==> src/rtl/sram_block_mover_if.sv <==
// Command, status and Avalon-MM SRAM signals of the block mover, bundled as one port.
// The master modport is the engine's view; slave is the host/memory side.
interface sram_block_mover_if #(
    parameter int ADDR_W = 10,
    parameter int DATA_W = 32
);
    logic                  cmd_valid;
    logic                  cmd_ready;
    logic [1:0]            cmd_op;
    logic [ADDR_W-1:0]     cmd_src;
    logic [ADDR_W-1:0]     cmd_dst;
    logic [ADDR_W:0]       cmd_len;
    logic [DATA_W-1:0]     cmd_pattern;
    logic                  cmd_incr;
    logic                  busy;
    logic                  done;
    logic [ADDR_W:0]       err_count;
    logic [ADDR_W-1:0]     err_addr;
    logic                  err_seen;
    logic [ADDR_W-1:0]     m_address;
    logic [DATA_W/8-1:0]   m_byteenable;
    logic                  m_chipselect;
    logic                  m_write;
    logic [DATA_W-1:0]     m_writedata;
    logic [DATA_W-1:0]     m_readdata;
    logic                  m_clken;

    modport master (
        input  cmd_valid, cmd_op, cmd_src, cmd_dst, cmd_len, cmd_pattern, cmd_incr, m_readdata,
        output cmd_ready, busy, done, err_count, err_addr, err_seen,
               m_address, m_byteenable, m_chipselect, m_write, m_writedata, m_clken
    );

    modport slave (
        output cmd_valid, cmd_op, cmd_src, cmd_dst, cmd_len, cmd_pattern, cmd_incr, m_readdata,
        input  cmd_ready, busy, done, err_count, err_addr, err_seen,
               m_address, m_byteenable, m_chipselect, m_write, m_writedata, m_clken
    );
endinterface

==> src/rtl/sram_block_mover.sv <==
// Single-command SRAM engine: fill / copy / check a block using the SRAM's one-cycle read latency.
// Fill and check issue one access per cycle, copy alternates read/write; commands accepted only in IDLE.
module sram_block_mover #(
    parameter int ADDR_W = 10,
    parameter int DATA_W = 32
) (
    input  logic               clk,
    input  logic               reset,
    sram_block_mover_if.master bus
);
    typedef enum logic [2:0] {
        S_IDLE,
        S_FILL,
        S_COPY_RD,
        S_COPY_WR,
        S_CHECK,
        S_DRAIN,
        S_DONE
    } state_t;

    localparam logic [1:0]      OP_FILL  = 2'd0;
    localparam logic [1:0]      OP_COPY  = 2'd1;
    localparam logic [1:0]      OP_RSVD  = 2'd3;
    localparam logic [ADDR_W:0] CNT_MAX  = {1'b1, {ADDR_W{1'b0}}};

    state_t              state_q, state_d;
    logic [ADDR_W-1:0]   src_q, dst_q;
    logic [ADDR_W:0]     len_q;
    logic [ADDR_W:0]     idx_q, idx_d;
    logic [DATA_W-1:0]   pat_q;
    logic                incr_q;
    logic [ADDR_W:0]     err_count_q;
    logic [ADDR_W-1:0]   err_addr_q;
    logic                err_seen_q;
    logic                cmp_vld_q, cmp_vld_d;
    logic [ADDR_W-1:0]   cmp_addr_q;
    logic [DATA_W-1:0]   cmp_exp_q;

    logic                accept;
    logic                last;
    logic [ADDR_W-1:0]   src_addr, dst_addr;
    logic [DATA_W-1:0]   pat_word;
    logic                cs, we;
    logic [ADDR_W-1:0]   addr;
    logic [DATA_W-1:0]   wdata;

    assign accept   = bus.cmd_valid && (state_q == S_IDLE);
    assign last     = (idx_q == len_q - 1'b1);
    assign src_addr = src_q + idx_q[ADDR_W-1:0];
    assign dst_addr = dst_q + idx_q[ADDR_W-1:0];
    assign pat_word = incr_q ? pat_q + DATA_W'(idx_q) : pat_q;

    always_comb begin
        state_d   = state_q;
        idx_d     = idx_q;
        cmp_vld_d = 1'b0;
        cs        = 1'b0;
        we        = 1'b0;
        addr      = '0;
        wdata     = '0;
        case (state_q)
            S_IDLE: begin
                if (bus.cmd_valid) begin
                    idx_d = '0;
                    if ((bus.cmd_len == '0) || (bus.cmd_op == OP_RSVD)) begin
                        state_d = S_DONE;
                    end else if (bus.cmd_op == OP_FILL) begin
                        state_d = S_FILL;
                    end else if (bus.cmd_op == OP_COPY) begin
                        state_d = S_COPY_RD;
                    end else begin
                        state_d = S_CHECK;
                    end
                end
            end
            S_FILL: begin
                cs      = 1'b1;
                we      = 1'b1;
                addr    = dst_addr;
                wdata   = pat_word;
                idx_d   = idx_q + 1'b1;
                state_d = last ? S_DONE : S_FILL;
            end
            S_COPY_RD: begin
                cs      = 1'b1;
                addr    = src_addr;
                state_d = S_COPY_WR;
            end
            S_COPY_WR: begin
                // Read data arrives this cycle and is forwarded straight into the write.
                cs      = 1'b1;
                we      = 1'b1;
                addr    = dst_addr;
                wdata   = bus.m_readdata;
                idx_d   = idx_q + 1'b1;
                state_d = last ? S_DONE : S_COPY_RD;
            end
            S_CHECK: begin
                cs        = 1'b1;
                addr      = src_addr;
                cmp_vld_d = 1'b1;
                idx_d     = idx_q + 1'b1;
                state_d   = last ? S_DRAIN : S_CHECK;
            end
            S_DRAIN: state_d = S_DONE;
            S_DONE:  state_d = S_IDLE;
            default: state_d = S_IDLE;
        endcase
    end

    always_ff @(posedge clk) begin
        if (reset) begin
            state_q     <= S_IDLE;
            idx_q       <= '0;
            src_q       <= '0;
            dst_q       <= '0;
            len_q       <= '0;
            pat_q       <= '0;
            incr_q      <= 1'b0;
            err_count_q <= '0;
            err_addr_q  <= '0;
            err_seen_q  <= 1'b0;
            cmp_vld_q   <= 1'b0;
            cmp_addr_q  <= '0;
            cmp_exp_q   <= '0;
        end else begin
            state_q    <= state_d;
            idx_q      <= idx_d;
            cmp_vld_q  <= cmp_vld_d;
            cmp_addr_q <= src_addr;
            cmp_exp_q  <= pat_word;
            if (accept) begin
                src_q       <= bus.cmd_src;
                dst_q       <= bus.cmd_dst;
                len_q       <= bus.cmd_len;
                pat_q       <= bus.cmd_pattern;
                incr_q      <= bus.cmd_incr;
                err_count_q <= '0;
                err_addr_q  <= '0;
                err_seen_q  <= 1'b0;
            end else if (cmp_vld_q && (bus.m_readdata != cmp_exp_q)) begin
                if (err_count_q != CNT_MAX) begin
                    err_count_q <= err_count_q + 1'b1;
                end
                if (!err_seen_q) begin
                    err_addr_q <= cmp_addr_q;
                    err_seen_q <= 1'b1;
                end
            end
        end
    end

    assign bus.cmd_ready    = (state_q == S_IDLE);
    assign bus.busy         = (state_q != S_IDLE);
    assign bus.done         = (state_q == S_DONE);
    assign bus.err_count    = err_count_q;
    assign bus.err_addr     = err_addr_q;
    assign bus.err_seen     = err_seen_q;
    assign bus.m_address    = addr;
    assign bus.m_byteenable = '1;
    assign bus.m_chipselect = cs;
    assign bus.m_write      = we;
    assign bus.m_writedata  = wdata;
    assign bus.m_clken      = 1'b1;
endmodule

==> src/flat_wrapper.sv <==
// flat-port wrapper written by rule: the top's interface ports become plain ports
module sram_block_mover_flat 
#(
    parameter int ADDR_W = 10,
    parameter int DATA_W = 32
)
  (clk, reset, bus_cmd_valid, bus_cmd_op, bus_cmd_src, bus_cmd_dst, bus_cmd_len, bus_cmd_pattern, bus_cmd_incr, bus_m_readdata, bus_cmd_ready, bus_busy, bus_done, bus_err_count, bus_err_addr, bus_err_seen, bus_m_address, bus_m_byteenable, bus_m_chipselect, bus_m_write, bus_m_writedata, bus_m_clken);
  sram_block_mover_if #(.ADDR_W(ADDR_W), .DATA_W(DATA_W)) bus_i ();
  input  logic clk;
  input  logic reset;
  input wire logic [$bits(bus_i.cmd_valid)-1:0] bus_cmd_valid;
  input wire logic [$bits(bus_i.cmd_op)-1:0] bus_cmd_op;
  input wire logic [$bits(bus_i.cmd_src)-1:0] bus_cmd_src;
  input wire logic [$bits(bus_i.cmd_dst)-1:0] bus_cmd_dst;
  input wire logic [$bits(bus_i.cmd_len)-1:0] bus_cmd_len;
  input wire logic [$bits(bus_i.cmd_pattern)-1:0] bus_cmd_pattern;
  input wire logic [$bits(bus_i.cmd_incr)-1:0] bus_cmd_incr;
  input wire logic [$bits(bus_i.m_readdata)-1:0] bus_m_readdata;
  output wire logic [$bits(bus_i.cmd_ready)-1:0] bus_cmd_ready;
  output wire logic [$bits(bus_i.busy)-1:0] bus_busy;
  output wire logic [$bits(bus_i.done)-1:0] bus_done;
  output wire logic [$bits(bus_i.err_count)-1:0] bus_err_count;
  output wire logic [$bits(bus_i.err_addr)-1:0] bus_err_addr;
  output wire logic [$bits(bus_i.err_seen)-1:0] bus_err_seen;
  output wire logic [$bits(bus_i.m_address)-1:0] bus_m_address;
  output wire logic [$bits(bus_i.m_byteenable)-1:0] bus_m_byteenable;
  output wire logic [$bits(bus_i.m_chipselect)-1:0] bus_m_chipselect;
  output wire logic [$bits(bus_i.m_write)-1:0] bus_m_write;
  output wire logic [$bits(bus_i.m_writedata)-1:0] bus_m_writedata;
  output wire logic [$bits(bus_i.m_clken)-1:0] bus_m_clken;
  assign bus_i.cmd_valid = bus_cmd_valid;
  assign bus_i.cmd_op = bus_cmd_op;
  assign bus_i.cmd_src = bus_cmd_src;
  assign bus_i.cmd_dst = bus_cmd_dst;
  assign bus_i.cmd_len = bus_cmd_len;
  assign bus_i.cmd_pattern = bus_cmd_pattern;
  assign bus_i.cmd_incr = bus_cmd_incr;
  assign bus_i.m_readdata = bus_m_readdata;
  assign bus_cmd_ready = bus_i.cmd_ready;
  assign bus_busy = bus_i.busy;
  assign bus_done = bus_i.done;
  assign bus_err_count = bus_i.err_count;
  assign bus_err_addr = bus_i.err_addr;
  assign bus_err_seen = bus_i.err_seen;
  assign bus_m_address = bus_i.m_address;
  assign bus_m_byteenable = bus_i.m_byteenable;
  assign bus_m_chipselect = bus_i.m_chipselect;
  assign bus_m_write = bus_i.m_write;
  assign bus_m_writedata = bus_i.m_writedata;
  assign bus_m_clken = bus_i.m_clken;
  sram_block_mover #(.ADDR_W(ADDR_W), .DATA_W(DATA_W)) u_core (.clk(clk), .reset(reset), .bus(bus_i));
endmodule
==> config.mk <==
export PLATFORM = sky130hd
export DESIGN_NAME = sram_block_mover_flat
export DESIGN_NICKNAME = d
export VERILOG_FILES = /design/src/rtl/sram_block_mover_if.sv /design/src/rtl/sram_block_mover.sv /design/src/flat_wrapper.sv
export SDC_FILE = /design/constraint.sdc
export NUM_CORES = 1
export LEC_CHECK = 0
export ABC_AREA = 0
export BUFFER_PORTS_ARGS = -buffer_cell sky130_fd_sc_hd__buf_2
export CELL_PAD_IN_SITES_DETAIL_PLACEMENT = 1
export CELL_PAD_IN_SITES_GLOBAL_PLACEMENT = 2
export CORE_MARGIN = 3
export CORE_UTILIZATION = 34
export DETAILED_ROUTE_END_ITERATION = 8
export PLACE_DENSITY_LB_ADDON = 0.1
export SLEW_MARGIN = 20
export SYNTH_ARGS = -nofsm -noshare
export SYNTH_HDL_FRONTEND = slang
export SYNTH_SLANG_ARGS = --single-unit
export TNS_END_PERCENT = 100
==> constraint.sdc <==
create_clock -name clk -period 6.15 [get_ports clk]
set_clock_uncertainty 0.05 [all_clocks]
set_input_delay 1.23 -clock clk [delete_from_list [all_inputs] [get_ports clk]]
set_output_delay 1.23 -clock clk [all_outputs]
set_load 0.02 [all_outputs]
==> results.json <==
{
  "clk_pin_slew_worst_paths_ns": 0.06,
  "end_kind": "primary output",
  "ys_seq_area_frac": 0.368,
  "min_period_over_period": 0.773,
  "setup_viol": 0,
  "htreeDepth": 4,
  "via_per_inst": 5.11,
  "synthAdderAreaFrac": 0.0608,
  "p_per_area_mw_per_mm2": 279,
  "cts_buffer_depth": 2,
  "synth_compound_area_frac": 0.157,
  "cts-root-buf": "clkbuf_16",
  "track_usage": 0.204,
  "tightestPinTransition_ns": 0.922,
  "drive_gt1_frac": 0.193,
  "min_from": "u_core.src_q[8]$_SDFFE_PP0P_",
  "critical_path_class": "reg2out",
  "maxSlewHeadroom": 0.385,
  "synth_edf_count": 0,
  "dr.pass1.iters": 4,
  "power_mw": 2.60,
  "drt_iter0_markers": 289,
  "ir_drop_mv": 0.165,
  "r2r-start": "u_core.idx_q[0]$_SDFFE_PP0P_",
  "antenna_found_initial": 0,
  "drcViolationCount": 0,
  "whs_endpoint": "u_core.src_q[8]$_SDFFE_PP0P_",
  "cts_resized": 0,
  "crit_arrival_ns": 3.48,
  "grt_pass1_vias": 7206,
  "yosysWarnings": 0,
  "num_vias": 7235,
  "final_cells": 1417,
  "r2r_slack_ns": 3.13,
  "num_io_pins": 175,
  "holdPathStages": 2,
  "slowest_stage": "a2111oi_2",
  "post-place-ws_ns": 1.86,
  "hold_viol_final": 0,
  "yosys-top-cells-count": "161 x nand2_1, 143 x dfxtp_1, 116 x a21oi_1",
  "wl_mm": 24.9,
  "crit_path_frequent_cell": "a21oi_1",
  "utilization": 0.421,
  "fin_setup_tns_ns": 0,
  "cts_tree": "yes",
  "cts-hold-fix-buffers": 0,
  "dieWidth_um": 157,
  "drtAntennaViolNets": 0,
  "hpwlAfterDp_mm": 18.8,
  "cts.sinks": 143,
  "place_inst": 1387,
  "r2r_cells": 9,
  "yosys.area_share.simple": 0.227,
  "grt-ovfl-total": 0,
  "r2r-end": "u_core.cmp_exp_q[30]$_SDFF_PP0_",
  "crit_required_ns": 4.87,
  "postPlaceCellArea_mm2": 0.00880,
  "syn-instance-count": 984,
  "port-buffer-count": 169,
  "rows": 54,
  "status": "finished clean",
  "syn_area_mm2": 0.00778,
  "synth_cell_type_count": 60,
  "initial_utilization": 0.351,
  "drv_slew": 0,
  "nets": 1263,
  "area_growth_pct": 19.9,
  "worstPathCellList": "ha_1 > fa_1 > a21oi_1 > o21ai_1 > a2111oi_2 > o21ai_2 > nor4b_2 > xnor2_1 > a21oi_1 > buf_2",
  "synth_xor_area_frac": 0.113,
  "wl_per_cell_um": 17.6,
  "postLayoutCellArea_mm2": 0.00933,
  "die_h_um": 157,
  "core_area_mm2": 0.0222,
  "fp.dieArea_mm2": 0.0247,
  "max_freq_ghz": 0.210,
  "synth.most_common_cell": "nand2_1",
  "yosysTopAreaCell": "dfxtp_1",
  "period_minus_slack_ns": 4.76,
  "synth_top_area_frac": 0.368,
  "grt_setup_unrepaired": "false",
  "cts_inserted_buffers": 17,
  "path_max_fanout": 10,
  "syn_area_per_cell_um2": 7.91,
  "p_leak_nw": 3.85,
  "grt_start_max_net_pins": 81,
  "whs_ns": 0.417,
  "synth_top_family_by_area": "simple AND/OR/NAND/NOR gates",
  "hold_path.class": "reg2reg",
  "maxCapViolCount": 0,
  "finalWorstSetupSlack_ns": 1.39,
  "post-cts-setup-buffer-count": 0,
  "synthMuxAreaShare": 0.0325,
  "n_antenna_cell": 0,
  "synthArstFlopShare": 0,
  "grt_pass1_wl_mm": 39.9,
  "seqCellArea_mm2": 0.00286,
  "clk_latency_ns": 0.42,
  "n_fill_cell": 2743,
  "synth_flop_cell": "dfxtp_1",
  "crit_path_max_incr_delay_ns": 0.55,
  "gp_congestion": 0.809,
  "synthTopCellsByArea": "dfxtp_1 37%, nand2_1 7.8%, xnor2_1 7.7%, a21oi_1 7.5%, nor2_1 5.4%",
  "multiInputGateArea_mm2": 0.00461,
  "cp-start-kind": "flop",
  "ys_ff_latch": 143
}
critical path: cells and delay by family (launching register included):
family | cells | cell delay, ns
AOI/OAI and AO/OA | 5 | 1.27
xor gates and xnor gates | 1 | 0.26
adders and majority gates | 2 | 0.68
buffers and inverters | 1 | 0.20
DFF | 1 | 0.40
and+or+nand+nor | 1 | 0.24
placed cells by master, fill, tap and decap left out, types with 3 or more instances in the layout:
master | netlist | routed
and3_1 | 6 | 6
nor4_1 | 8 | 8
clkinv_4 | 0 | 4
nor3b_1 | 3 | 3
nor3_1 | 15 | 15
nand3_1 | 30 | 30
and4_1 | 3 | 3
nand2_1 | 161 | 160
o21bai_1 | 8 | 8
a21o_1 | 5 | 5
buf_2 | 9 | 168
ha_1 | 33 | 33
a21oi_1 | 116 | 116
nor2b_1 | 6 | 5
inv_1 | 20 | 20
nor2_1 | 112 | 112
o21ai_0 | 36 | 36
clkbuf_16 | 0 | 17
and2_1 | 5 | 5
nand2b_1 | 9 | 9
nand4_1 | 15 | 15
o31ai_1 | 5 | 5
o21a_1 | 3 | 3
or3_1 | 3 | 3
xnor2_1 | 68 | 68
mux2i_1 | 23 | 23
a211oi_1 | 15 | 15
fa_1 | 3 | 3
buf_4 | 5 | 7
or2_2 | 3 | 3
conb_1 | 1 | 5
o22ai_1 | 7 | 7
inv_6 | 0 | 3
xor2_1 | 32 | 32
dfxtp_1 | 143 | 143
registers in the layout (all words and copies together) (netlist names), 3 cells and up:
register,count
u_core.pat_q,32
u_core.cmp_addr_q,10
u_core.cmp_exp_q,32
u_core.len_q,11
u_core.idx_q,11
u_core.state_q,3
u_core.bus.err_count,11
u_core.dst_q,10
u_core.src_q,10
u_core.bus.err_addr,10
power by group:
group,leakage (nW),switching [mW],total [mW],internal [mW]
sequential,1.17,0.0768,1.08,0.999
clock,0.256,0.417,0.944,0.526
combinational,2.43,0.371,0.579,0.208
total,3.85,0.866,2.60,1.73
layout make-up:
class,count,share of cell area
Multi-Input combinational cell,768,0.495
Timing Repair Buffer,175,0.0958
Clock buffer,19,0.0475
Clock inverter,11,0.00926
Tap cell,280,0.0376
Inverter,21,0.00845
Sequential cell,143,0.307
routing by layer:
metal | wire length (um) | global-route usage
met2 | 11600 | 0.337
met5 | 0 | 0
met4 | 189 | 0.0393
met1 | 12400 | 0.287
met3 | 737 | 0.0305
logic make-up after synthesis:
logic type | after synthesis
other | 1
adder cells (fa/ha/maj) | 36
AND/OR/NAND/NOR | 390
buffers and inverters | 77
XOR/XNOR | 100
AO/OA/AOI/OAI | 212
flip-flops | 143
multiplexers | 25
worst max-delay path by stage:
stage | from | to | depth (start not counted)
CTS | u_core.idx_q[0]$_SDFFE_PP0P_ | bus_m_writedata[30] | 10
global route | u_core.idx_q[0]$_SDFFE_PP0P_ | bus_m_writedata[30] | 10
detailed placement | u_core.idx_q[0]$_SDFFE_PP0P_ | bus_m_writedata[30] | 10
finish | u_core.idx_q[0]$_SDFFE_PP0P_ | bus_m_writedata[30] | 10
floorplan | u_core.idx_q[0]$_SDFFE_PP0P_ | bus_m_writedata[18] | 9
global placement | u_core.idx_q[0]$_SDFFE_PP0P_ | bus_m_writedata[30] | 10
No activity file was read; power rests on OpenSTA's default activity.
